[config.mk]
export PLATFORM = sky130hd
export DESIGN_NAME = filter2d_out_pack
export DESIGN_NICKNAME = d
export VERILOG_FILES = /design/src/rtl/filter2d_pkg.sv /design/src/rtl/sync_fifo.sv /design/src/rtl/filter2d_out_pack.sv
export SDC_FILE = /design/constraint.sdc
export NUM_CORES = 1
export LEC_CHECK = 0
export CORE_MARGIN = 4
export CORE_UTILIZATION = 60
export CTS_BUF_LIST = sky130_fd_sc_hd__clkbuf_4
export DETAILED_ROUTE_END_ITERATION = 12
export HOLD_SLACK_MARGIN = 0.03
export PLACE_DENSITY_LB_ADDON = 0.2
export RECOVER_POWER = 25
export SLEW_MARGIN = 40
export SYNTH_ARGS = -nofsm -noshare
export SYNTH_HDL_FRONTEND = slang
export SYNTH_SLANG_ARGS = --single-unit
[constraint.sdc]
create_clock -name clk -period 4.1 [get_ports clk]
set_input_delay 1.23 -clock clk [delete_from_list [all_inputs] [get_ports clk]]
set_output_delay 1.23 -clock clk [all_outputs]
set_load 0.01 [all_outputs]
[src/rtl/filter2d_pkg.sv]
// rtl/filter2d_pkg.sv - shared geometry, widths and state encoding for the 2D filter engine
package filter2d_pkg;

   localparam int PIX_W       = 8;
   localparam int WORD_W      = 32;
   localparam int IMG_W       = 256;
   localparam int IMG_H       = 256;
   localparam int FRAME_WORDS = IMG_W * IMG_H * PIX_W / WORD_W;
   localparam int ADDR_W      = 14;

   typedef enum logic {
      ST_IDLE = 1'b0,
      ST_RUN  = 1'b1
   } state_t;

endpackage

[src/rtl/sync_fifo.sv]
// rtl/sync_fifo.sv - single-clock FIFO with first-word head output; push on full is
// accepted only when a pop frees the slot in the same cycle
module sync_fifo #(
   parameter int WIDTH = 8,
   parameter int DEPTH = 4
) (
   input  logic             clk,
   input  logic             reset,
   input  logic             clear,
   input  logic             push,
   input  logic             pop,
   input  logic [WIDTH-1:0] din,
   output logic             full,
   output logic             empty,
   output logic [WIDTH-1:0] head
);

   localparam int PTR_W = (DEPTH > 1) ? $clog2(DEPTH) : 1;

   logic [WIDTH-1:0] mem [DEPTH];
   logic [PTR_W-1:0] wr_ptr;
   logic [PTR_W-1:0] rd_ptr;
   logic [PTR_W:0]   count;
   logic             do_push;
   logic             do_pop;

   assign full    = (count == (PTR_W+1)'(DEPTH));
   assign empty   = (count == '0);
   assign do_pop  = pop && !empty;
   assign do_push = push && (!full || do_pop);
   assign head    = mem[rd_ptr];

   always_ff @(posedge clk) begin
      if (do_push) begin
         mem[wr_ptr] <= din;
      end
   end

   // Pointers wrap naturally because DEPTH is a power of two.
   always_ff @(posedge clk) begin
      if (reset || clear) begin
         wr_ptr <= '0;
         rd_ptr <= '0;
         count  <= '0;
      end else begin
         if (do_push) begin
            wr_ptr <= wr_ptr + 1'b1;
         end
         if (do_pop) begin
            rd_ptr <= rd_ptr + 1'b1;
         end
         case ({do_push, do_pop})
            2'b10:   count <= count + 1'b1;
            2'b01:   count <= count - 1'b1;
            default: count <= count;
         endcase
      end
   end

endmodule

[src/rtl/filter2d_out_pack.sv]
// rtl/filter2d_out_pack.sv - packs the filter pixel strobe stream into 32-bit words and
// writes one frame to the output image memory through a valid/ready port
module filter2d_out_pack
   import filter2d_pkg::*;
#(
   parameter int FIFO_DEPTH = 4
) (
   input  logic              clk,
   input  logic              reset,
   input  logic              start,
   input  logic              i_strb,
   input  logic [PIX_W-1:0]  i_data,
   output logic              mem_wr,
   output logic [ADDR_W-1:0] wr_addr,
   output logic [WORD_W-1:0] wr_data,
   input  logic              wr_ready,
   output logic              busy,
   output logic              done,
   output logic              overflow
);

   localparam int                ENTRY_W   = WORD_W + ADDR_W;
   localparam logic [ADDR_W-1:0] LAST_ADDR = ADDR_W'(FRAME_WORDS - 1);

   state_t                    state;
   logic [1:0]                byte_cnt;
   logic [WORD_W-PIX_W-1:0]   pack_reg;
   logic [ADDR_W-1:0]         push_addr;

   logic                      accept;
   logic                      word_done;
   logic                      fifo_pop;
   logic                      fifo_full;
   logic                      fifo_empty;
   logic                      drop;
   logic                      frame_end;
   logic [ENTRY_W-1:0]        push_entry;
   logic [ENTRY_W-1:0]        head_entry;
   logic [ADDR_W-1:0]         head_addr;
   logic [WORD_W-1:0]         head_data;

   // A strobe coinciding with start belongs to the abandoned frame and is discarded.
   assign accept     = (state == ST_RUN) && i_strb && !start;
   assign word_done  = accept && (byte_cnt == 2'd3);
   assign push_entry = {push_addr, i_data, pack_reg};

   assign fifo_pop   = !fifo_empty && wr_ready;
   assign drop       = word_done && fifo_full && !fifo_pop;

   assign head_addr  = head_entry[ENTRY_W-1 -: ADDR_W];
   assign head_data  = head_entry[WORD_W-1:0];

   // The last word ends the frame whether it is written or lost to overflow.
   assign frame_end  = (state == ST_RUN) &&
                       ((fifo_pop && (head_addr == LAST_ADDR)) ||
                        (drop && (push_addr == LAST_ADDR)));

   assign mem_wr  = !fifo_empty;
   assign wr_addr = mem_wr ? head_addr : '0;
   assign wr_data = mem_wr ? head_data : '0;

   sync_fifo #(
      .WIDTH (ENTRY_W),
      .DEPTH (FIFO_DEPTH)
   ) u_fifo (
      .clk   (clk),
      .reset (reset),
      .clear (start),
      .push  (word_done),
      .pop   (fifo_pop),
      .din   (push_entry),
      .full  (fifo_full),
      .empty (fifo_empty),
      .head  (head_entry)
   );

   always_ff @(posedge clk) begin
      if (reset) begin
         state     <= ST_IDLE;
         busy      <= 1'b0;
         done      <= 1'b0;
         overflow  <= 1'b0;
         byte_cnt  <= '0;
         pack_reg  <= '0;
         push_addr <= '0;
      end else if (start) begin
         state     <= ST_RUN;
         busy      <= 1'b1;
         done      <= 1'b0;
         overflow  <= 1'b0;
         byte_cnt  <= '0;
         pack_reg  <= '0;
         push_addr <= '0;
      end else begin
         done <= frame_end;
         if (frame_end) begin
            state <= ST_IDLE;
            busy  <= 1'b0;
         end
         if (accept) begin
            byte_cnt <= byte_cnt + 1'b1;
            case (byte_cnt)
               2'd0:    pack_reg[PIX_W-1:0]         <= i_data;
               2'd1:    pack_reg[2*PIX_W-1:PIX_W]   <= i_data;
               2'd2:    pack_reg[3*PIX_W-1:2*PIX_W] <= i_data;
               default: pack_reg                    <= pack_reg;
            endcase
         end
         // A dropped word still consumes its address so the image geometry holds.
         if (word_done) begin
            push_addr <= push_addr + 1'b1;
         end
         if (drop) begin
            overflow <= 1'b1;
         end
      end
   end

endmodule

==> impl_metrics.env <==
export IMPL_grt_pass1_wl_mm=28.0
export IMPL_cts_num_sinks=236
export IMPL_arrival_ns=2.72
export IMPL_drv_cap=0
export IMPL_hold_viol_final=0
export IMPL_drive_gt1_share_pct=22.9
export IMPL_synth_mux_area_share_pct=11.4
export IMPL_avgRoutedWirePerCell_um=18.8
export IMPL_endpoint_kind="output pin"
export IMPL_cts_root_buffer_cell="clkbuf_4"
export IMPL_clk_pin_slew_ns=0.06
export IMPL_slew_headroom_pct=66.1
export IMPL_tightest_slew_ns=0.509
export IMPL_grtUsageTotal_pct=20.4
export IMPL_portBuffers=62
export IMPL_nNetsFinal=691
export IMPL_die_area_um2=17400
export IMPL_status="completed"
export IMPL_skew_ns=0.0260
export IMPL_synth_flop_cell="edfxtp_1"
export IMPL_hp_class="flip-flop to flip-flop"
export IMPL_cts_buffer_depth=3
export IMPL_grt_pass1_vias=5512
export IMPL_synth_top_area_share_pct=60.1
export IMPL_cts_inserted_buffers=57
export IMPL_crit_fanout=23
export IMPL_grt_overflow=0
export IMPL_std_cell_rows=44
export IMPL_vias=5027
export IMPL_yosysWarningCount=0
export IMPL_layout_cells_non_filler=900
export IMPL_synth_area_leaders="edfxtp_1 (60%), dfxtp_1 (11%), mux4_2 (11%)"
export IMPL_synth_nets=580
export IMPL_first_pass_iters=5
export IMPL_grt_start_max_net_pins=47
export IMPL_num_io_pins=63
export IMPL_cts_tree="yes"
export IMPL_h_tree_depth=2
export IMPL_slew_viol_final=0
export IMPL_core_area_um2=14800
export IMPL_fillCellCount=896
export IMPL_cts_hold_fix_buffers=0
export IMPL_crit_type="flip-flop to output pin"
export IMPL_ant_nets=0
export IMPL_ys_types=37
export IMPL_final_util_pct=74.1
export IMPL_synth_top_cell_by_area="edfxtp_1"
export IMPL_hpwl_mm=10.4
export IMPL_ys_async_sr_fraction_pct=0
export IMPL_p_leak_nw=3.72
export IMPL_fmax_mhz=253
export IMPL_finalInstanceArea_um2=10900
export IMPL_largest_reg_flops=184
export IMPL_cts_setup_buffers=0
export IMPL_placed_cell_area_um2=10100
export IMPL_post_cts_resized=0
export IMPL_dieHeight_um=132
export IMPL_drtIter0Drc=298
export IMPL_synth_seq_cells=236
export IMPL_worst_setup_path_start_kind="flip-flop"
export IMPL_peakVddDrop_mv=0.301
export IMPL_antenna_found_initial=1
export IMPL_netlist_area_um2=9200
export IMPL_tns_ns=0
export IMPL_worstPathRequired_ns=2.87
export IMPL_rsz0062_at_grt="false"
export IMPL_totalPowerFinal_mw=4.68
export IMPL_synth_xor_area_share_pct=1.24
export IMPL_synth_seq_area_share_pct=71.4
export IMPL_synth_edf_count=184
export IMPL_synth_top_family_by_area="multiplexers"
export IMPL_setup_viol=0
export IMPL_avgSynthCellArea_um2=16.5
export IMPL_routed_via_density=5.59
export IMPL_syn_instance_count=556
export IMPL_fin_crit_sh_pct=96.3
export IMPL_drc_errors=0
export IMPL_synthSimpleGateAreaFrac_pct=9.67
export IMPL_period_needed_ns=3.95
export IMPL_place_gp_congestion=0.775
export IMPL_die_width_um=132
export IMPL_power_density_nw_per_um2=428
export IMPL_synth_compound_area_share_pct=2.78
export IMPL_drt_total_wl_mm=16.9
export IMPL_clock_latency_ns=0.65
export IMPL_syn2layout_area_growth_pct=18.9
export IMPL_initial_utilization_pct=62.3
export IMPL_dpl_cell_count=792
export IMPL_synthAdderAreaFrac_pct=1.58
-- layer usage --
layer	up-vias	track usage (%)	wire (um)
met1	2511	24.4	6870
li1	2366	-	-
met5	-	0	0
met3	10	5.23	962
met4	0	7.06	174
met2	140	36.2	8940
-- synth_stat cells, drive strengths merged (2+ instances only) --
library cell  instances
a21oi                36
or2                   2
buf                  12
inv                  11
xnor2                 6
nor2                 18
and2                 54
dfxtp                52
nor3                  2
nand3                 7
nand4                 6
and3                  2
nand2                61
mux4                 46
ha                   10
clkbuf               13
xor2                  7
edfxtp              184
o21ai                 8
or3                   8
-- report_power, final --
group | switching, mW | internal, mW
combinational | 0.0286 | 0.0176
sequential | 0.00398 | 2.55
clock | 0.881 | 1.20
-- logic make-up (layout without fill, tap and decap cells) --
group / Yosys count / count (layout)
mux: 46 / 46
xor+xnor: 13 / 13
fa+ha+maj: 11 / 11
other cells: 0 / 1
compound gates: 47 / 47
simple gates: 167 / 167
buf+inv: 36 / 195
flops: 236 / 236
-- cell type report --
cell class / instances / area, um^2 / area share, %
sequential: 236 / 6570 / 60.1
multi-input combinational: 284 / 2460 / 22.5
timing repair buffer: 77 / 808 / 7.39
clock buffer: 84 / 631 / 5.77
tap: 184 / 230 / 2.11
clock inverter: 23 / 196 / 1.80
inverter: 11 / 41.3 / 0.378
antenna: 1 / 2.50 / 0.0229
-- final timing paths --
check,from,to,slack (ns),cells after the start
min,pack_reg[17],u_fifo.mem[1][17],0.50,0
max reg2reg,u_fifo.count[0],u_fifo.count[2],1.80,10
min reg2reg,pack_reg[17],u_fifo.mem[1][17],0.50,0
max,flip-flop,wr_data[14],0.15,4
-- per-stage QoR --
step	worst slack [ns]	hold slack [ns]
final	0.151	0.500
after global routing	0.0210	0.510
after CTS	0.0894	0.495
after floorplan	0.750	0.460
after global placement	0.648	0.468
after detailed placement	0.524	0.493
-- placed cells by master (no fill, tap or decap), drive strengths merged, types with 4 or more instances in the layout --
cell type and instances:
inv 11, buf 15, clkinv 19, clkdlybuf4s50 62, mux4 46, a21oi 36
nand3 7, nand2 61, xnor2 6, edfxtp 184, nor2 18, or3 8
ha 10, dfxtp 52, xor2 7, clkbuf 84, o21ai 8, and2 54
bufinv 4, nand4 6
-- critical path: stages, from the launching register on --
cell and delay (ns):
dfxtp_2 0.62, buf_4 0.41, mux4_2 0.36, and2_1 0.18, clkdlybuf4s50_1 0.49
Note: power is estimated with default switching activity, not from simulation.
